**src/rtl/lab6_switch_encoder_master_pkg.sv**
```systemverilog
// lab6_pkg: shared code constants, FSM encoding and the switch encoder used by RTL and bench.
// LAB6_PRIORITY_EN: when defined, multi-hot switches encode to the lowest set index instead of INVALID.
package lab6_pkg;

  localparam int MAX_SW_W = 32;

  typedef enum logic {
    IDLE     = 1'b0,
    WAIT_ACK = 1'b1
  } state_t;

  function automatic int invalid_code(input int sw_w);
    return sw_w;
  endfunction

  function automatic int off_code(input int sw_w);
    return sw_w + 1;
  endfunction

  localparam int DEF_SW_W    = 8;
  localparam int DEF_INVALID = invalid_code(DEF_SW_W);
  localparam int DEF_OFF     = off_code(DEF_SW_W);

  function automatic int onehot_encode(input logic [MAX_SW_W-1:0] sw, input int sw_w);
    int ones;
    int lowest;
    int result;
    ones   = 0;
    lowest = 0;
    // Scan downwards so the last hit left in 'lowest' is the lowest set index.
    for (int i = MAX_SW_W - 1; i >= 0; i--) begin
      if (i < sw_w && sw[i]) begin
        ones   = ones + 1;
        lowest = i;
      end
    end
    if (ones == 0) begin
      result = off_code(sw_w);
    end else begin
`ifdef LAB6_PRIORITY_EN
      result = lowest;
`else
      result = (ones == 1) ? lowest : invalid_code(sw_w);
`endif
    end
    return result;
  endfunction

endpackage

```
**src/rtl/lab6_switch_encoder_master_if.sv**
```systemverilog
// Valid/ack handshake between the switch encoder master and the LED decoder slave.
interface lab6_switch_encoder_master_if #(
  parameter int CODE_W = 4
);
  logic [CODE_W-1:0] data_out;
  logic              data_valid;
  logic              data_ack;

  modport master (output data_out, output data_valid, input data_ack);
  modport slave  (input data_out, input data_valid, output data_ack);
endinterface

```
**src/rtl/lab6_switch_encoder_master_sync_debounce.sv**
```systemverilog
// lab6_sync_debounce: 2-flop switch synchroniser plus a candidate/counter stability qualifier.
module lab6_sync_debounce
  import lab6_pkg::*;
#(
  parameter int SW_W       = 8,
  parameter int CODE_W     = 4,
  parameter int STABLE_CYC = 4
) (
  input  logic              clk,
  input  logic              rst,
  input  logic [SW_W-1:0]   i_sw,
  output logic [SW_W-1:0]   o_swSync,
  input  logic [CODE_W-1:0] i_enc,
  output logic [CODE_W-1:0] o_cand,
  output logic              o_stable
);

  localparam int                CNT_W   = $clog2(STABLE_CYC);
  localparam logic [CNT_W-1:0]  CNT_MAX = CNT_W'(STABLE_CYC - 1);
  localparam logic [CODE_W-1:0] OFF     = CODE_W'(off_code(SW_W));

  logic [SW_W-1:0]   r_meta;
  logic [SW_W-1:0]   r_swSync;
  logic [CODE_W-1:0] r_cand;
  logic [CNT_W-1:0]  r_cnt;

  // Any change of the encoded code restarts qualification; the counter saturates once stable.
  always_ff @(posedge clk) begin
    if (!rst) begin
      r_meta   <= '0;
      r_swSync <= '0;
      r_cand   <= OFF;
      r_cnt    <= '0;
    end else begin
      r_meta   <= i_sw;
      r_swSync <= r_meta;
      if (i_enc != r_cand) begin
        r_cand <= i_enc;
        r_cnt  <= '0;
      end else if (r_cnt < CNT_MAX) begin
        r_cnt <= r_cnt + 1'b1;
      end
    end
  end

  assign o_swSync = r_swSync;
  assign o_cand   = r_cand;
  assign o_stable = (i_enc == r_cand) && (r_cnt == CNT_MAX);

endmodule

```
**src/rtl/lab6_switch_encoder_master.sv**
```systemverilog
// lab6_switch_encoder_master: encodes a debounced one-hot switch bank and sends each new code to the slave.
// Multi-hot behaviour is selected by LAB6_PRIORITY_EN inside lab6_pkg::onehot_encode.
module lab6_switch_encoder_master
  import lab6_pkg::*;
#(
  parameter int SW_W       = 8,
  parameter int CODE_W     = 4,
  parameter int STABLE_CYC = 4
) (
  input  logic                         clk,
  input  logic                         rst,
  input  logic [SW_W-1:0]              sw,
  output logic [CODE_W-1:0]            data_look,
  lab6_switch_encoder_master_if.master bus
);

  localparam logic [CODE_W-1:0] OFF = CODE_W'(off_code(SW_W));

  if ((2 ** CODE_W) < (SW_W + 2)) begin : gCodeWidthCheck
    $error("lab6_switch_encoder_master: CODE_W too narrow for SW_W+2 codes");
  end
  if (SW_W < 2 || SW_W > MAX_SW_W) begin : gSwWidthCheck
    $error("lab6_switch_encoder_master: SW_W out of range");
  end
  if (STABLE_CYC < 2) begin : gStableCheck
    $error("lab6_switch_encoder_master: STABLE_CYC must be at least 2");
  end

  logic [SW_W-1:0]   w_swSync;
  logic [CODE_W-1:0] w_enc;
  logic [CODE_W-1:0] w_cand;
  logic              w_stable;
  state_t            r_state;
  logic [CODE_W-1:0] r_look;

  assign w_enc = CODE_W'(onehot_encode(MAX_SW_W'(w_swSync), SW_W));

  lab6_sync_debounce #(
    .SW_W       (SW_W),
    .CODE_W     (CODE_W),
    .STABLE_CYC (STABLE_CYC)
  ) u_syncDebounce (
    .clk      (clk),
    .rst      (rst),
    .i_sw     (sw),
    .o_swSync (w_swSync),
    .i_enc    (w_enc),
    .o_cand   (w_cand),
    .o_stable (w_stable)
  );

  // Codes qualified while busy wait in the debouncer; only the newest one launches from IDLE.
  always_ff @(posedge clk) begin
    if (!rst) begin
      r_state        <= IDLE;
      r_look         <= OFF;
      bus.data_out   <= OFF;
      bus.data_valid <= 1'b0;
    end else begin
      case (r_state)
        IDLE: begin
          if (w_stable && (w_cand != r_look)) begin
            bus.data_out   <= w_cand;
            bus.data_valid <= 1'b1;
            r_look         <= w_cand;
            r_state        <= WAIT_ACK;
          end
        end
        WAIT_ACK: begin
          if (bus.data_ack) begin
            bus.data_valid <= 1'b0;
            r_state        <= IDLE;
          end
        end
        default: r_state <= IDLE;
      endcase
    end
  end

  assign data_look = r_look;

endmodule

```
**src/flat_wrapper.sv**
```systemverilog
// flat-port wrapper written by rule: the top's interface ports become plain ports
module lab6_switch_encoder_master_flat import lab6_pkg::*;
#(
  parameter int SW_W       = 8,
  parameter int CODE_W     = 4,
  parameter int STABLE_CYC = 4
)
  (clk, rst, sw, data_look, bus_data_out, bus_data_valid, bus_data_ack);
  lab6_switch_encoder_master_if #(.CODE_W(CODE_W)) bus_i ();
  input  logic clk;
  input  logic rst;
  input  logic [SW_W-1:0] sw;
  output logic [CODE_W-1:0] data_look;
  output wire logic [$bits(bus_i.data_out)-1:0] bus_data_out;
  output wire logic [$bits(bus_i.data_valid)-1:0] bus_data_valid;
  input wire logic [$bits(bus_i.data_ack)-1:0] bus_data_ack;
  assign bus_data_out = bus_i.data_out;
  assign bus_data_valid = bus_i.data_valid;
  assign bus_i.data_ack = bus_data_ack;
  lab6_switch_encoder_master #(.SW_W(SW_W), .CODE_W(CODE_W), .STABLE_CYC(STABLE_CYC)) u_core (.clk(clk), .rst(rst), .sw(sw), .data_look(data_look), .bus(bus_i));
endmodule
```
**config.mk**
```make
export PLATFORM = sky130hd
export DESIGN_NAME = lab6_switch_encoder_master_flat
export DESIGN_NICKNAME = d
export VERILOG_FILES = /design/src/rtl/lab6_switch_encoder_master_pkg.sv /design/src/rtl/lab6_switch_encoder_master_if.sv /design/src/rtl/lab6_switch_encoder_master_sync_debounce.sv /design/src/rtl/lab6_switch_encoder_master.sv /design/src/flat_wrapper.sv
export SDC_FILE = /design/constraint.sdc
export NUM_CORES = 1
export LEC_CHECK = 0
export CAP_MARGIN = 25
export CORE_AREA = 4 4 82 84
export CTS_CLUSTER_SIZE = 30
export DETAILED_ROUTE_END_ITERATION = 10
export DIE_AREA = 0 0 86 88
export GPL_TIMING_DRIVEN = 0
export PLACE_DENSITY = 0.53
export SYNTH_ARGS = -nofsm -noshare
export SYNTH_HDL_FRONTEND = slang
export SYNTH_HIERARCHICAL = 1
export SYNTH_SLANG_ARGS = --single-unit
```
**constraint.sdc**
```tcl
create_clock -name clk -period 5.3 [get_ports clk]
set_input_delay 1.06 -clock clk [delete_from_list [all_inputs] [get_ports clk]]
set_output_delay 1.06 -clock clk [all_outputs]
set_load 0.005 [all_outputs]
```
==> results of run 1 <==
cells in the final DEF (no fill, tap or decap), types with 2 or more instances in the layout:
cell type,n
ha_4,6
clkbuf_1,5
xor2_1,7
nor2_1,7
inv_2,4
nand2_1,10
buf_4,19
nand2_2,2
ha_1,3
a21oi_1,8
xnor2_1,11
clkdlybuf4s50_1,19
nand4_1,3
nor3_1,4
mux2i_1,5
and2b_1,2
o211ai_1,2
o21ai_0,3
clkbuf_8,4
inv_1,4
and2_1,18
nor2b_1,5
nand2b_1,2
buf_6,3
and3_1,4
o21a_1,2
xnor2_2,2
dfxtp_1,26
cell families (layout without fill, tap and decap cells):
logic type / count (synthesis) / in the layout / share of synthesized area
AND/OR/NAND/NOR: 73 / 73 / 0.2511
flip-flops: 28 / 28 / 0.3223
AO/OA/AOI/OAI: 25 / 25 / 0.09712
XOR/XNOR: 25 / 25 / 0.1576
buffers and inverters: 20 / 59 / 0.05899
adder cells (fa/ha/maj): 9 / 9 / 0.06475
multiplexers: 7 / 7 / 0.04820
flip-flops by register name, summed over array words and instances, names as in the netlist:
signal / flops
u_core/u_syncDebounce/o_swSync: 8
u_core/u_syncDebounce/r_meta: 8
u_core/data_look: 4
u_core/u_syncDebounce/o_cand: 4
u_core/u_syncDebounce/r_cnt: 2
u_core/bus.data_valid: 1
u_core/r_state: 1
per-stage QoR:
step                      total power, mW  cells  area, µm²  utilization  hold WS, ns
after global placement             0.3569    281       2042       0.3449       0.4161
final                              0.5275    301       2394       0.4043       0.4356
after CTS                          0.5142    296       2267       0.3829       0.4383
after floorplan                    0.3312    187       1758            -       0.4119
after detailed placement           0.3575    281       2042       0.3449       0.4169
after global routing               0.5628    301       2394       0.4043       0.4606
critical path, delay by kind of cell (launching register included):
family,cells,cell delay [ns]
fa+ha+maj,6,1.32
flops,1,0.37
compound gates,4,0.36
xor+xnor,2,0.32
mux,2,0.45
buf+inv,2,0.22
simple gates,12,1.98
routing by layer:
layer	vias to the layer above	routed length [µm]	track usage
li1	705	-	-
met1	589	1547	0.1068
met2	10	1630	0.1395
met3	2	59	0.01129
met4	0	35	0.03885
met5	-	0	0
layout make-up:
class / count / area (µm²) / area share
buffer: 11 / 65.06 / 0.02718
clock buffer: 4 / 55.05 / 0.02300
inverter: 8 / 30.03 / 0.01255
multi-input combinational: 139 / 1259 / 0.5259
sequential: 28 / 565.5 / 0.2363
tap: 75 / 93.84 / 0.03921
timing repair buffer: 36 / 325.3 / 0.1359
path summary, 6_finish.rpt:
kind                                                         from                           endpoint  slack [ns]
worst max-delay path            u_core/u_syncDebounce/o_swSync[7]                u_core/data_look[0]        0.16
worst min-delay path              u_core/u_syncDebounce/r_meta[7]  u_core/u_syncDebounce/o_swSync[7]        0.44
worst max register to register  u_core/u_syncDebounce/o_swSync[7]                u_core/data_look[0]        0.16
worst min register to register    u_core/u_syncDebounce/r_meta[7]  u_core/u_syncDebounce/o_swSync[7]        0.44
power by group through the flow:
stage,Sequential [mW],Combinational [mW],Clock [mW]
4_1_cts,0.231,0.150,0.133
2_1_floorplan,0.234,0.0976,0
3_3_place_gp,0.235,0.121,0
6_report,0.231,0.171,0.126
3_5_place_dp,0.236,0.122,0
5_1_grt,0.233,0.188,0.142
repair_timing:
item | CTS | global route
gates resized for setup | 18 | 19
gates cloned | 0 | 0
pin swaps | 10 | 11
endpoints found under the setup margin | 7 | 6
hold endpoints to repair | 0 | 0
setup buffers | 11 | 6
==> impl_metrics.ini, run 1 <==
[cells_and_area]
drive_gt1_frac = 0.2920
area_growth_pct = 37.63
fill_cells = 574
diodes = 0
nets = 247

[placed_design]
post-place-ws_ns = -0.7011
port_buffers = 19
gp_congestion = 0.7153
dp.final_hpwl_mm = 2.339

[clock_tree]
cts_hold_buf = 0
cts_buffers = 3
path_clk_slew_ns = 0.09
clk_latency_ns = 0.27
cts_tree = built
clock_sinks = 28
root_buffer = clkbuf_8
clockBufferDepth = 2
h-tree-depth = 1

[pwr]
p_comb_frac = 0.323
power_density_nw_per_um2 = 220.4
seqPwrFrac = 0.438
swShare = 0.2784
clock_power_share = 0.238
p_leak_nw = 0.9479
ir_drop_mv = 0.1500
p_int_uw = 380.7
p_sw_uw = 146.8

[synthesis]
yosysSeqAreaShare = 0.3223
netlist_area_um2 = 1739
synth-main-ff-cell = dfxtp_1
ys_ff_latch = 28
ys_warn_count = 6
synth.most_common_cell = dfxtp_1
synthTopCellsByCount = dfxtp_1 (28), and2_1 (18), nand2_1 (12), xnor2_1 (12)
synth_cell_types = 50
synthCells = 187
synthArstFlopShare = 0
synth_top_area_cell = dfxtp_1
synth_fp_nets = 207
yosysTopAreaCellShare = 0.3223
synth_edf_count = 0
syn_avg_cell_area_um2 = 9.300
ys_top_cells_by_area = dfxtp_1 (32%), and2_1 (6.5%), ha_1 (6.5%)

[timing]
rsz0062_at_grt = yes
tns_ns = 0
hold_viol = 0
min_period_ns = 5.145
setup_slack_ns = 0.1551
max_slew.worst_pin.slew_ns = 0.5275
fmax_mhz = 194.4
finalClockSkew_ns = 0.003458
maxSlewHeadroom = 0.6451
fin_crit_sh = 0.9707
setup_viol = 0
drv_slew = 0

[floorplan]
dieArea_um2 = 7568
io_pins = 20
initial_core_util = 0.2937
die_height_um = 88
die-width_um = 86
rows = 28
design.core.area_um2 = 5921

[global_routing]
overflow = 0
grt_pass1_vias = 1117
track_usage = 0.08355
grt_max_degree = 16
antenna_found_initial = 0
grt_first_pass_wirelength_mm = 5.092

[critical_path]
startpoint_type = register
crit_top_cell = ha_4
ff2ff_path_depth = 28
crit_type = register to register
cpPeakStageDelay_ns = 0.57
crit_fanout = 5
worstSetupEndpointType = register
cp_slowest_cell = or4_4
critPathArrivalTime_ns = 5.30
required_ns = 5.45

[route]
drc_errors = 0
via_per_inst = 4.339
drtPass1Iterations = 2
routedWlPerCell_um = 10.87
wl_mm = 3.272
ant_nets = 0
via_count = 1306
drt_iter0_markers = 38

[run]
maxCapViolations = 0

[status]
run_status = finished clean

[hold_path]
whs_path_depth = 1
hold_path.class = register to register
(Power assumes the default switching activity.)
==> run 2, diff against run 1 <==
--- a/config.mk
+++ b/config.mk
@@ -6,12 +6,12 @@
 export NUM_CORES = 1
 export LEC_CHECK = 0
 export CAP_MARGIN = 25
-export CORE_AREA = 4 4 82 84
+export CORE_AREA = 4 4 64 66
 export CTS_CLUSTER_SIZE = 30
 export DETAILED_ROUTE_END_ITERATION = 10
-export DIE_AREA = 0 0 86 88
+export DIE_AREA = 0 0 68 70
 export GPL_TIMING_DRIVEN = 0
-export PLACE_DENSITY = 0.53
+export PLACE_DENSITY = 0.79
 export SYNTH_ARGS = -nofsm -noshare
 export SYNTH_HDL_FRONTEND = slang
 export SYNTH_HIERARCHICAL = 1
==> run 2 against run 1 <==
  * Combinational power grew 4%
  * Worst setup slack better by 0.052 ns
  * Total power up 2.9%
  * Routed wire length increased by 6.4%
  * Clock power up 6%
  * Register-to-register slack improved by 0.05 ns
  * First-iteration DRC count is 37% lower
==> impl_metrics.ini, run 2 (synthesis results as in run 1) <==
[global_routing]
grt_pass1_vias = 1293
antenna_found_initial = 0
track_usage = 0.1478
grt_max_degree = 17
overflow = 0
grt_first_pass_wirelength_mm = 5.575

[floorplan]
io_pins = 20
rows = 22
die_height_um = 70
dieArea_um2 = 4760
design.core.area_um2 = 3578
die-width_um = 68
initial_core_util = 0.4860

[timing]
min_period_ns = 5.093
setup_slack_ns = 0.2069
fmax_mhz = 196.3
finalClockSkew_ns = 0.006743
setup_viol = 0
drv_slew = 0
max_slew.worst_pin.slew_ns = 0.5200
fin_crit_sh = 0.9610
hold_viol = 0
maxSlewHeadroom = 0.6502

[critical_path]
crit_top_cell = ha_4
worstSetupEndpointType = register
cp.depth = 28
crit_family = simple AND/OR/NAND/NOR gates
cp.buffers_inverters = 2
cpPeakStageDelay_ns = 0.45
crit_type = register to register
worstReg2RegEnd = u_core/data_look[0]
r2r_slack_ns = 0.21
critPathArrivalTime_ns = 5.32
required_ns = 5.52
r2r_start = u_core/u_syncDebounce/o_swSync[6]
cp_slowest_cell = or4_4
crit_fanout = 5
startpoint_type = register
ff2ff_path_depth = 28
critical_path.endpoint = u_core/data_look[0]
crit_start = u_core/u_syncDebounce/o_swSync[6]

[route]
drt_iter0_markers = 24
drtPass1Iterations = 4
ant_nets = 0
wl_mm = 3.480
drc_errors = 0
routedWlPerCell_um = 12.65
via_per_inst = 5.036
via_count = 1385

[status]
run_status = finished clean

[pwr]
swShare = 0.2748
clock_power_share = 0.248
p_int_uw = 393.6
p_comb_frac = 0.325
ir_drop_mv = 0.1921
power_density_nw_per_um2 = 229.6
p_leak_nw = 0.9643
seqPwrFrac = 0.427
p_sw_uw = 149.2

[placed_design]
gp_congestion = 0.8327
post-place-ws_ns = -0.5854
port_buffers = 19
dp.final_hpwl_mm = 2.271
placed_area_um2 = 2008

[clock_tree]
h-tree-depth = 1
cts_tree = built
clockBufferDepth = 2
clk_latency_ns = 0.32
root_buffer = clkbuf_4
clock_sinks = 28
cts_buffers = 3
path_clk_slew_ns = 0.14

[cells_and_area]
diodes = 0
drive_gt1_frac = 0.2907
fin_area_um2 = 2364
nets = 248
mostFrequentLayoutCells = dfxtp_1 (26), buf_4 (20), clkdlybuf4s50_1 (19), and2_1 (18), xnor2_1 (11)
area_growth_pct = 35.90
final_util = 0.6605
mostFrequentLayoutCell = dfxtp_1

[hold_path]
hold_path.class = register to register

[run]
maxCapViolations = 0
[run 2: changes by cell type in the layout (fill, tap and decap cells not counted), sizes merged]
cell | before | now
buf | 23 | 24
bufinv | 0 | 1
clkbuf | 9 | 8
[run 2: final cells by class]
cell class / count / area [µm²]
Buffer: 12 / 76.32
Clock buffer: 3 / 22.52
Clock inverter: 1 / 30.03
Fill cell: 281 / 1215
Inverter: 8 / 30.03
Multi-Input combinational cell: 139 / 1260
Sequential cell: 28 / 563.0
Tap cell: 48 / 60.06
Timing Repair Buffer: 36 / 321.6
[run 2: worst min-delay path by stage]
stage | from | to | slack (ns) | cells past startpoint
2_1_floorplan | u_core/u_syncDebounce/r_meta[0] | u_core/u_syncDebounce/o_swSync[0] | 0.41 | 1
3_3_place_gp | u_core/u_syncDebounce/r_meta[6] | u_core/u_syncDebounce/o_swSync[6] | 0.41 | 1
3_5_place_dp | u_core/u_syncDebounce/r_meta[4] | u_core/u_syncDebounce/o_swSync[4] | 0.42 | 1
4_1_cts | u_core/u_syncDebounce/r_meta[6] | u_core/u_syncDebounce/o_swSync[6] | 0.45 | 1
5_1_grt | u_core/u_syncDebounce/r_meta[0] | u_core/u_syncDebounce/o_swSync[0] | 0.47 | 1
6_report | u_core/u_syncDebounce/r_meta[0] | u_core/u_syncDebounce/o_swSync[0] | 0.45 | 1
[run 2: what timing repair did]
item,in CTS,in global routing
gates resized for setup,18,17
hold buffers,0,0
setup buffers,5,12
pin swaps,5,4
setup endpoints to repair,6,6
[run 2: per-layer routing]
layer,vias up,GRT usage,wire length [µm]
li1,710,-,-
met1,648,0.1802,1509
met2,19,0.2473,1802
met3,8,0.01929,74
met4,0,0.07285,92
met5,-,0,0
[run 2: worst reg2reg max path: cells and delay by family, from the launching register on]
family                   cells  cell delay (ns)
AO/OA/AOI/OAI                4             0.43
XOR/XNOR                     2             0.31
adder cells (fa/ha/maj)      6             1.38
buffers and inverters        2             0.21
flip-flops                   1             0.35
multiplexers                 2             0.46
AND/OR/NAND/NOR             12             1.86
[run 2: per-stage QoR]
step	power, mW	setup TNS [ns]	std cells	hold WS (ns)
3_3_place_gp	0.3538	-2.671	254	0.4149
3_5_place_dp	0.3579	-3.074	254	0.4193
2_1_floorplan	0.3312	0	187	0.4119
6_report	0.5427	0	275	0.4456
4_1_cts	0.5168	0	263	0.4517
5_1_grt	0.5757	-0.04564	275	0.4664
[run 2: power groups by stage]
stage                     clock [mW]  sequential, mW  combinational (mW)
after floorplan                    0           0.234              0.0976
after global placement             0           0.235               0.119
after detailed placement           0           0.236               0.122
after CTS                      0.139           0.232               0.146
after global routing           0.150           0.233               0.193
final                          0.134           0.232               0.177
